`src/rtl/alu_sweep_capture.sv`:
```
// Sweeps an external ALU through every opcode with latched operands and records
// each result in a small buffer that is read back through a registered port.
module alu_sweep_capture #(
  parameter int DW     = 4,
  parameter int SW     = 4,
  parameter int YW     = 6,
  parameter int SETTLE = 1
) (
  input  logic          clk,
  input  logic          rst_n,
  input  logic          start,
  input  logic [DW-1:0] op_a,
  input  logic [DW-1:0] op_b,
  output logic [DW-1:0] alu_a,
  output logic [DW-1:0] alu_b,
  output logic [SW-1:0] alu_sel,
  input  logic [YW-1:0] alu_y,
  output logic          busy,
  output logic          done,
  input  logic          rd_en,
  input  logic [SW-1:0] rd_addr,
  output logic [YW-1:0] rd_data,
  output logic          rd_valid
);

  localparam int DEPTH = 2 ** SW;
  localparam int CW = (SETTLE > 0) ? $clog2(SETTLE + 1) : 1;
  localparam logic [CW-1:0] CNT_LAST = CW'(SETTLE);
  localparam logic [SW-1:0] SEL_LAST = SW'(DEPTH - 1);

  typedef enum logic [1:0] {IDLE, RUN, DONE} state_t;

  state_t        state_reg;
  logic [CW-1:0] cnt_reg;
  logic [YW-1:0] mem [DEPTH];
  logic          capture;

  // y is sampled on the last cycle an opcode is held
  assign capture = (state_reg == RUN) && (cnt_reg == CNT_LAST);

  always_ff @(posedge clk) begin
    if (!rst_n) begin
      state_reg <= IDLE;
      cnt_reg   <= '0;
      alu_a     <= '0;
      alu_b     <= '0;
      alu_sel   <= '0;
      busy      <= 1'b0;
      done      <= 1'b0;
    end else begin
      case (state_reg)
        IDLE: begin
          if (start) begin
            alu_a     <= op_a;
            alu_b     <= op_b;
            alu_sel   <= '0;
            cnt_reg   <= '0;
            busy      <= 1'b1;
            state_reg <= RUN;
          end
        end
        RUN: begin
          if (!capture) begin
            cnt_reg <= cnt_reg + 1'b1;
          end else begin
            cnt_reg <= '0;
            if (alu_sel == SEL_LAST) begin
              busy      <= 1'b0;
              done      <= 1'b1;
              state_reg <= DONE;
            end else begin
              alu_sel <= alu_sel + 1'b1;
            end
          end
        end
        DONE: begin
          done      <= 1'b0;
          state_reg <= IDLE;
        end
        default: state_reg <= IDLE;
      endcase
    end
  end

  always_ff @(posedge clk) begin
    if (!rst_n) begin
      for (int i = 0; i < DEPTH; i++) mem[i] <= '0;
    end else if (capture) begin
      mem[alu_sel] <= alu_y;
    end
  end

  // Same-cycle read of an entry being captured sees the old contents
  always_ff @(posedge clk) begin
    if (!rst_n) begin
      rd_data  <= '0;
      rd_valid <= 1'b0;
    end else begin
      rd_valid <= rd_en;
      if (rd_en) rd_data <= mem[rd_addr];
    end
  end

endmodule

```
`config.mk`:
```
export PLATFORM = sky130hd
export DESIGN_NAME = alu_sweep_capture
export DESIGN_NICKNAME = d
export VERILOG_FILES = /design/src/rtl/alu_sweep_capture.sv
export SDC_FILE = /design/constraint.sdc
export NUM_CORES = 1
export LEC_CHECK = 0
export CAP_MARGIN = 20
export CORE_ASPECT_RATIO = 0.9
export CORE_MARGIN = 8
export CORE_UTILIZATION = 55
export CTS_CLUSTER_SIZE = 25
export DETAILED_ROUTE_END_ITERATION = 8
export GPL_TIMING_DRIVEN = 1
export PLACE_DENSITY = 0.84
export SETUP_SLACK_MARGIN = 0.4
export SLEW_MARGIN = 20
export SYNTH_ARGS = -nofsm -noshare
export SYNTH_HDL_FRONTEND = slang
export SYNTH_SLANG_ARGS = --single-unit
```
`constraint.sdc`:
```
create_clock -name clk -period 2.3 [get_ports clk]
set_input_delay 0.23 -clock clk [delete_from_list [all_inputs] [get_ports clk]]
set_output_delay 0.23 -clock clk [all_outputs]
set_load 0.05 [all_outputs]
```
==> results.toml <==
[sta]
hold_ws_ps = 329.3
setup_viol = 0
fin_skew_ps = 6.648
fin_tns_setup_ps = 0
maxSlewViolCount = 0
timing.fmax_ghz = 0.5103
rsz0062_at_grt = "true"
slew_headroom_pct = 44.81
hold_viol = 0
post-route-period-util_pct = 85.20
min_period_ps = 1960
worstMarginPinSlew_ps = 824.8

[worst_setup_path]
crit_type = "register to register"
worst-path-max-fanout = 7
crit_chain = "and4b_1, nand2_1, nor3_2, nand2b_2"
worstPathRequired_ps = 2520
setup.worst_path.end_class = "register"
critPathMaxStageDelay_ps = 450
crit_path_top_delay_cell = "dfxtp_1"
cp-start-kind = "register"
cp.arrival_ps = 2180

[yosys]
ys_types = 31
avgSynthCellArea_sq_um = 12.19
async_flop_share_pct = 0
synth.cell_area_sq_mm = 0.005524
synth_largest_area_cell = "edfxtp_1"
synth_cells = 453
yosys-top-cells-count = "and2_1 (98), edfxtp_1 (96), mux2i_1 (57)"
synth-seq-cells = 120
yosysTopAreaCellShare_pct = 52.19
synth_edf_count = 96
yosys_most_used_dff = "edfxtp_1"
ys_seq_area_share_pct = 60.88
yosys_warnings = 0
syn_nets = 479
synthTopCellsByArea = "edfxtp_1 (52%), and2_1 (11%), mux2i_1 (10%)"
synth_most_common_cell = "and2_1"

[global_route]
antenna_found_initial = 0
grt_overflow_total = 0
track_usage_pct = 18.92
grt_max_degree = 49
grt_pass1_wl_um = 19430
grt_pass1_vias = 3707

[drt]
via_per_inst = 5.636
ant_nets = 0
num_vias = 3624
drc = 0
wl_um = 12430
first_pass_iters = 5
drt_iter0_markers = 230
wire_per_inst_um = 19.33

[clock_tree]
cts_hold_buffers = 0
cts_sinks = 120
clock_latency_ps = 520
cts_tree = "yes"
htree_num_levels = 4
cts_buffer_depth = 2
cts_buffers = 17
cts_root_buffer = "clkbuf_8"
clkTransAtPathRegs_ps = 60
cts_setup_buffers = 0

[die]
die_y_um = 111.1
boundaryPins = 43
core_sq_mm = 0.009742
die_w_um = 121.6
dieArea_sq_mm = 0.01351
initial_core_util_pct = 56.70
rows = 34

[run]
drv_cap = 0

[power]
p_int_uw = 4430
swShare_pct = 22.07
seqPwrFrac_pct = 43.2
switchingPower_uw = 1255
ir_drop_v = 0.0006120
pwr_density_cell_mw_per_mm2 = 841.2
p_clk_share_pct = 49.7
combPwrFrac_pct = 7.1
p_leak_uw = 0.002697

[final_layout]
top_regs = "mem x96, rd_data x6"
nFillCells = 676
largest_reg_flops = 96
antennaDiodeCount = 0
nNetsFinal = 530
regMostFlops = "mem"
drive_gt1_share_pct = 12.57
area_growth_pct = 22.33
fin_cells = 643

[placed_design]
portBuffers = 42
dpl.cell_count = 611
dpl.hpwl_um = 8180
place_congestion = 0.8431

[hold_path]
hold_class = "primary input to register"

[run_status]
run_status = "complete, no violations"
[worst paths after layout]
check	cells after the start	start	end	slack (ps)
setup reg to reg	4	state_reg[0]	mem[2][1]	340
hold reg to reg	2	rd_data[1]	rd_data[1]	460
hold / removal	3	op_b[1]	alu_b[1]	330
setup / recovery	4	state_reg[0]	mem[2][1]	340
[layer usage]
layer  vias to the layer above  part of all wire, %  track usage, %
met4                         0                  2.1           7.477
met5                         -                    0               0
met1                      1749                   41           22.77
met2                       134                   49           30.94
li1                       1718                    -               -
met3                        23                  7.5           5.703
[cell type report]
cell class                      count  area, sq um  share of cell area [%]
Sequential cell                   120         3366                   49.81
Multi-Input combinational cell    305         2077                   30.74
Timing Repair Buffer               56        503.0                   7.443
Clock buffer                       17        414.1                   6.128
Clock inverter                     15        225.2                   3.333
Tap cell                          126        157.7                   2.333
Inverter                            4        15.01                  0.2222
[what timing repair did]
item                                    in CTS  in global routing
cloned                                       0                  0
resized for setup                           29                  3
endpoints found under the setup margin      69                 82
[cells by family after synthesis]
group                    count (synthesis)  synth area share (%)
AND/OR/NAND/NOR                        202                 20.93
flip-flops                             120                 60.88
multiplexers                            57                 10.33
AO/OA/AOI/OAI                           42                 4.734
buffers and inverters                   28                 2.220
adder cells (fa/ha/maj)                  4                0.9060
[metrics by stage]
stage          setup slack [ps]  area [sq um]  utilization (%)  total power, uW
2_1_floorplan             301.4          5532                -             2744
3_3_place_gp              219.5          6120            62.82             2901
3_5_place_dp              115.4          6120            62.82             2913
4_1_cts                   295.7          6759            69.38             5692
5_1_grt                   205.0          6758            69.37             5827
6_report                  340.4          6758            69.37             5684
[power groups by stage]
| stage | Clock [uW] | Sequential [uW] | Combinational (uW) |
|---|---|---|---|
| after CTS | 2830 | 2460 | 404 |
| after global placement | 0 | 2500 | 405 |
| after detailed placement | 0 | 2500 | 413 |
| after floorplan | 0 | 2560 | 185 |
| after global routing | 2930 | 2460 | 430 |
| final | 2830 | 2450 | 404 |
[worst max-delay path: cells and delay by family, from the launching register on]
| kind | cells | cell delay [ps] |
|---|---|---|
| flip-flops | 1 | 450 |
| AND/OR/NAND/NOR | 4 | 1200 |
[cells in the final DEF, fill, tap and decap left out, types with 2 or more instances in the layout]
cell type	count
mux2i_1	57
nand2b_2	4
dfxtp_2	2
a21oi_1	6
o21ai_2	5
dfxtp_1	22
o21ai_0	9
nand3_1	17
nand2b_1	4
and3_1	2
clkdlybuf4s50_1	20
nor2_1	15
inv_1	4
clkinv_4	2
a21boi_0	4
a22oi_1	12
nor2b_1	12
o21ai_1	2
nand2_1	31
and2_1	98
nand4_1	6
clkbuf_16	16
dlygate4sd2_1	20
ha_1	4
nor3_2	4
buf_4	13
clkinvlp_4	6
edfxtp_1	96
bufinv_16	5
nor3b_1	2
(Power assumes the default switching activity.)
